File: config.mk
export PLATFORM = sky130hd
export DESIGN_NAME = mem_arbiter
export DESIGN_NICKNAME = d
export VERILOG_FILES = /design/src/rtl/mem_arbiter_pkg.sv /design/src/rtl/mem_arbiter_prio.sv /design/src/rtl/mem_arbiter.sv
export SDC_FILE = /design/constraint.sdc
export NUM_CORES = 1
export LEC_CHECK = 0
export ABC_AREA = 1
export CAP_MARGIN = 20
export CORE_UTILIZATION = 60
export DETAILED_ROUTE_END_ITERATION = 10
export DONT_BUFFER_PORTS = 1
export PLACE_DENSITY = 0.76
export SLEW_MARGIN = 15
export SYNTH_ARGS = -nofsm -noshare
export SYNTH_HDL_FRONTEND = slang
export SYNTH_HIERARCHICAL = 1
export SYNTH_SLANG_ARGS = --single-unit
export TNS_END_PERCENT = 20
File: constraint.sdc
create_clock -name clk -period 2.1 [get_ports clk]
set_input_delay 0.21 -clock clk [delete_from_list [all_inputs] [get_ports clk]]
set_output_delay 0.21 -clock clk [all_outputs]
set_load 0.02 [all_outputs]
File: src/rtl/mem_arbiter_pkg.sv
// ---------------------------------------------------------------------------
// mem_arbiter_pkg
//   Shared definitions for the memory arbiter slice: FSM state encoding and
//   requester port indices used by mem_arbiter and mem_arbiter_prio.
// ---------------------------------------------------------------------------
package mem_arbiter_pkg;

    typedef enum logic [1:0] {
        ST_IDLE  = 2'd0,
        ST_ISSUE = 2'd1,
        ST_WAIT  = 2'd2,
        ST_RESP  = 2'd3
    } arb_state_t;

    // Requester indices; also the bit positions inside the one-hot grant.
    localparam int PORT_CPU = 0;
    localparam int PORT_DMA = 1;

endpackage

File: src/rtl/mem_arbiter_prio.sv
// ---------------------------------------------------------------------------
// mem_arbiter_prio
//   Fixed priority (CPU first) with a starvation guard for the DMA port.
//   The counter tracks consecutive CPU grants taken while the DMA port was
//   waiting; once it reaches STARVE_LIMIT the DMA port wins the next grant.
// Ports
//   clk, resetn    clock / synchronous active-low reset
//   req0, req1     CPU / DMA request
//   grant_strobe   high on the cycle the arbiter commits to the winner
//   winner         one-hot winner (bit PORT_CPU / PORT_DMA), 00 if no request
// ---------------------------------------------------------------------------
module mem_arbiter_prio
    import mem_arbiter_pkg::*;
#(
    parameter int STARVE_LIMIT = 4
) (
    input  logic       clk,
    input  logic       resetn,
    input  logic       req0,
    input  logic       req1,
    input  logic       grant_strobe,
    output logic [1:0] winner
);

    localparam int CW = $clog2(STARVE_LIMIT + 1);
    localparam logic [CW-1:0] LIMIT = CW'(STARVE_LIMIT);

    logic [CW-1:0] starve_cnt;

    always_comb begin
        winner = 2'b00;
        if (req1 && (!req0 || starve_cnt == LIMIT))
            winner[PORT_DMA] = 1'b1;
        else if (req0)
            winner[PORT_CPU] = 1'b1;
    end

    // Clears whenever the DMA port is not asking, so it only ever measures
    // one uninterrupted wait. Saturates at LIMIT.
    always_ff @(posedge clk) begin
        if (!resetn)
            starve_cnt <= '0;
        else if (!req1)
            starve_cnt <= '0;
        else if (grant_strobe) begin
            if (winner[PORT_DMA])
                starve_cnt <= '0;
            else if (starve_cnt != LIMIT)
                starve_cnt <= starve_cnt + CW'(1);
        end
    end

endmodule

File: src/rtl/mem_arbiter.sv
// ---------------------------------------------------------------------------
// mem_arbiter
//   Shares one single-port memory between the 6502 bus interface (port 0)
//   and the loader/debug DMA (port 1). Each access runs IDLE -> ISSUE ->
//   (WAIT) -> RESP; completion is a one-cycle ack on the owning port.
// Ports
//   clk, resetn                 clock / synchronous active-low reset
//   req*, we*, addr*, wdata*    requester side; held stable until ack
//   ack*, rdata*                one-cycle completion, read data (held)
//   grant                       one-hot owner of the transaction, 00 = idle
//   mem_*                       memory interface; only driven from here
// ---------------------------------------------------------------------------
module mem_arbiter
    import mem_arbiter_pkg::*;
#(
    parameter int ADDR_W       = 16,
    parameter int DATA_W       = 8,
    parameter int RD_LATENCY   = 1,
    parameter int STARVE_LIMIT = 4
) (
    input  logic              clk,
    input  logic              resetn,
    input  logic              req0,
    input  logic              we0,
    input  logic [ADDR_W-1:0] addr0,
    input  logic [DATA_W-1:0] wdata0,
    input  logic              req1,
    input  logic              we1,
    input  logic [ADDR_W-1:0] addr1,
    input  logic [DATA_W-1:0] wdata1,
    output logic              ack0,
    output logic [DATA_W-1:0] rdata0,
    output logic              ack1,
    output logic [DATA_W-1:0] rdata1,
    output logic [1:0]        grant,
    output logic              mem_enable,
    output logic              mem_wr_enable,
    output logic [ADDR_W-1:0] mem_address,
    output logic [DATA_W-1:0] mem_wr_data,
    input  logic [DATA_W-1:0] mem_rd_data
);

    typedef struct packed {
        logic              we;
        logic [ADDR_W-1:0] addr;
        logic [DATA_W-1:0] wdata;
    } mem_req_t;

    localparam int WCW = $clog2(RD_LATENCY + 1);
    localparam logic [WCW-1:0] WAIT_LAST = WCW'(RD_LATENCY - 1);

    arb_state_t     state;
    logic           owner;      // 1 = DMA port owns the transaction
    logic           cur_we;
    logic [WCW-1:0] wait_cnt;
    logic [1:0]     winner;
    logic           grant_strobe;
    mem_req_t       sel_req;

    assign grant_strobe = (state == ST_IDLE) && (req0 || req1);

    always_comb begin
        sel_req = winner[PORT_DMA] ? '{we: we1, addr: addr1, wdata: wdata1}
                                   : '{we: we0, addr: addr0, wdata: wdata0};
    end

    mem_arbiter_prio #(
        .STARVE_LIMIT (STARVE_LIMIT)
    ) u_prio (
        .clk          (clk),
        .resetn       (resetn),
        .req0         (req0),
        .req1         (req1),
        .grant_strobe (grant_strobe),
        .winner       (winner)
    );

    always_ff @(posedge clk) begin
        if (!resetn) begin
            state         <= ST_IDLE;
            owner         <= 1'b0;
            cur_we        <= 1'b0;
            wait_cnt      <= '0;
            grant         <= 2'b00;
            ack0          <= 1'b0;
            ack1          <= 1'b0;
            rdata0        <= '0;
            rdata1        <= '0;
            mem_enable    <= 1'b0;
            mem_wr_enable <= 1'b0;
            mem_address   <= '0;
            mem_wr_data   <= '0;
        end else begin
            // Pulses default low; set only on the transition that needs them.
            ack0          <= 1'b0;
            ack1          <= 1'b0;
            mem_enable    <= 1'b0;
            mem_wr_enable <= 1'b0;
            case (state)
                ST_IDLE: begin
                    if (grant_strobe) begin
                        owner         <= winner[PORT_DMA];
                        cur_we        <= sel_req.we;
                        grant         <= winner;
                        mem_enable    <= 1'b1;
                        mem_wr_enable <= sel_req.we;
                        mem_address   <= sel_req.addr;
                        mem_wr_data   <= sel_req.wdata;
                        state         <= ST_ISSUE;
                    end
                end
                ST_ISSUE: begin
                    // Memory samples the access on the edge that leaves ISSUE.
                    if (cur_we) begin
                        if (owner) ack1 <= 1'b1;
                        else       ack0 <= 1'b1;
                        state <= ST_RESP;
                    end else begin
                        wait_cnt <= '0;
                        state    <= ST_WAIT;
                    end
                end
                ST_WAIT: begin
                    if (wait_cnt == WAIT_LAST) begin
                        if (owner) begin
                            rdata1 <= mem_rd_data;
                            ack1   <= 1'b1;
                        end else begin
                            rdata0 <= mem_rd_data;
                            ack0   <= 1'b1;
                        end
                        state <= ST_RESP;
                    end else begin
                        wait_cnt <= wait_cnt + WCW'(1);
                    end
                end
                ST_RESP: begin
                    grant <= 2'b00;
                    state <= ST_IDLE;
                end
                default: state <= ST_IDLE;
            endcase
        end
    end

endmodule
==> flow_metrics.tcl <==
set metrics [dict create \
    diodes 0 \
    period_share 0.797 \
    setup_viol 0 \
    cts_buffers 5 \
    post-cts-setup-buffers 0 \
    start_util 0.637 \
    synth.avg_cell_area_um2 6.99 \
    status "finished clean" \
    tightest_slew_ns 0.637 \
    detail_route.iter0.violations 134 \
    dp_hpwl_um 3540 \
    p_per_area_nw_per_um2 1230 \
    vias 2005 \
    ir_worst_vdd_v 0.000754 \
    cts_buffer_depth 2 \
    rsz0062_at_grt "no" \
    gp_congestion 0.773 \
    core_area_um2 3740 \
    avgRoutedWirePerCell_um 12.4 \
    cp_data_arrival_time_ns 1.91 \
    drc 0 \
    max_freq_mhz 597 \
    grt_pass1_vias 1731 \
    ys_warn_count 6 \
    p_leak_nw 1.11 \
    fill_cells 358 \
    hold_viol 0 \
    ctsResizeCount 0 \
    synth-async-reset-ratio 0 \
    drtPass1Iterations 4 \
    cp_max_fo 16 \
    finalSetupTns_ns 0 \
    synth_top_area_frac 0.445 \
    nNetsFinal 406 \
    cts-root-buf "clkbuf_8" \
    drv_slew 0 \
    num_rows 22 \
    netlist_top_cells_count "nand2_1, dfxtp_1, nor2_1" \
    clock-sinks 53 \
    grt_start_max_net_pins 33 \
    crit_type "flip-flop to flip-flop" \
    hp-class "input port to flip-flop" \
    grt_pass1_wl_um 7790 \
    synth_area_leader_cell "dfxtp_1" \
    required_ns 2.34 \
    antenna_found_initial 0 \
    die_area_um2 4230 \
    antenna_left 0 \
    syn-cell-area_um2 2380 \
    skew_ns 0.00446 \
    syn_inst 341 \
    track_usage 0.240 \
    startpoint_type "flip-flop" \
    drive_above_1_share 0.0712 \
    overflow 0 \
    worst_setup_path_end_kind "flip-flop" \
    synthDistinctLibCells 25 \
    maxSlewHeadroom 0.575 \
    fin_crit_ns 1.67 \
    ys_top_cells_by_area "dfxtp_1, nand2_1, nor2_1" \
    ctsHoldBuffers 0 \
    cts.clk_slew.worst_paths_ns 0.09 \
    die_w_um 65.0 \
    portBuffers 0 \
    synth_fp_nets 410 \
    synth_flop_cell "dfxtp_1" \
    pin_count 108 \
    synth_edf_count 0 \
    die_h_um 65.0 \
    cap_violations 0 \
    synth.most_common_cell "nand2_1" \
    wirelength_um 4790 \
    cts-htree-levels 2 \
    ys_ff_latch 53 \
    area_growth_pct 3.10 \
    tritoncts "done" \
    viasPerCell 5.21 \
    clk_latency_ns 0.30 \
    p_total_mw 3.03 \
    yosysSeqAreaShare 0.445 \
]
## cells in the final DEF, fill, tap and decap left out
cell / count
a211oi_1: 1
a21o_2: 1
a21oi_1: 29
a21oi_2: 2
buf_4: 4
clkbuf_1: 1
clkbuf_8: 6
dfxtp_1: 53
ha_1: 7
inv_1: 13
inv_2: 3
inv_4: 1
nand2_1: 140
nand2_2: 2
nand3_1: 8
nand3_2: 1
nand4_1: 1
nor2_1: 41
nor2_2: 2
nor2_8: 1
o211ai_1: 1
o21ai_0: 17
o21ai_1: 1
o21ai_2: 1
## per-layer routing
metal  GRT usage  wire length [um]  up-vias
met1       0.256              2030      874
met5           0                 0        -
met4       0.101                83        0
met2       0.427              2350       63
met3      0.0827               325        8
li1            -                 -     1060
## area by class of cell
class / instances / area, um^2 / area share
sequential: 53 / 1060 / 0.432
inverter: 17 / 66.3 / 0.0270
clock buffer: 7 / 86.3 / 0.0351
tap: 48 / 60.1 / 0.0244
timing repair buffer: 4 / 30.0 / 0.0122
multi-input combinational: 256 / 1150 / 0.469
## stage by stage
step	std cells	setup WS [ns]	utilization	hold slack (ns)	area [um^2]
6_report	385	0.426	0.656	0.0361	2460
3_3_place_gp	378	0.484	0.633	0.347	2370
4_1_cts	385	0.418	0.656	0.0301	2460
2_1_floorplan	341	0.569	-	0.345	2380
3_5_place_dp	378	0.444	0.633	0.354	2370
5_1_grt	385	0.229	0.656	0.0276	2460
## path summary, 6_finish.rpt
| kind | slack [ns] | cells past startpoint | from | end |
|---|---|---|---|---|
| worst min register to register | 0.51 | 2 | owner | owner |
| worst max register to register | 0.43 | 6 | state[0] | mem_address[5] |
| worst min-delay path | 0.04 | 2 | resetn | state[0] |
| worst max-delay path | 0.43 | 6 | state[0] | mem_address[5] |
## state kept, by name (all words and copies together) (netlist names), 2 cells and up
register / count
mem_address: 16
mem_wr_data: 8
state: 2
rdata0: 8
rdata1: 8
grant: 2
u_prio/starve_cnt: 3
## cell families (layout without fill, tap and decap cells)
| group | count (synthesis) | in the layout | share of synthesized area |
|---|---|---|---|
| fa+ha+maj | 7 | 7 | 0.0367 |
| buf+inv | 32 | 28 | 0.0724 |
| flops | 53 | 53 | 0.445 |
| simple gates | 196 | 196 | 0.328 |
| compound gates | 53 | 53 | 0.118 |
## critical path, cell delays in order (launching register included)
cell and delay (ns):
dfxtp_1 0.43, inv_1 0.11, ha_1 0.27, o21ai_2 0.27, buf_4 0.30, nand2_1 0.07
a21oi_1 0.15
## power breakdown
group / switching [mW] / internal [mW] / total, mW
clock: 0.313 / 0.262 / 0.575
sequential: 0.386 / 1.23 / 1.61
combinational: 0.563 / 0.279 / 0.842
total: 1.26 / 1.77 / 3.03
Note: power is estimated with default switching activity, not from simulation.
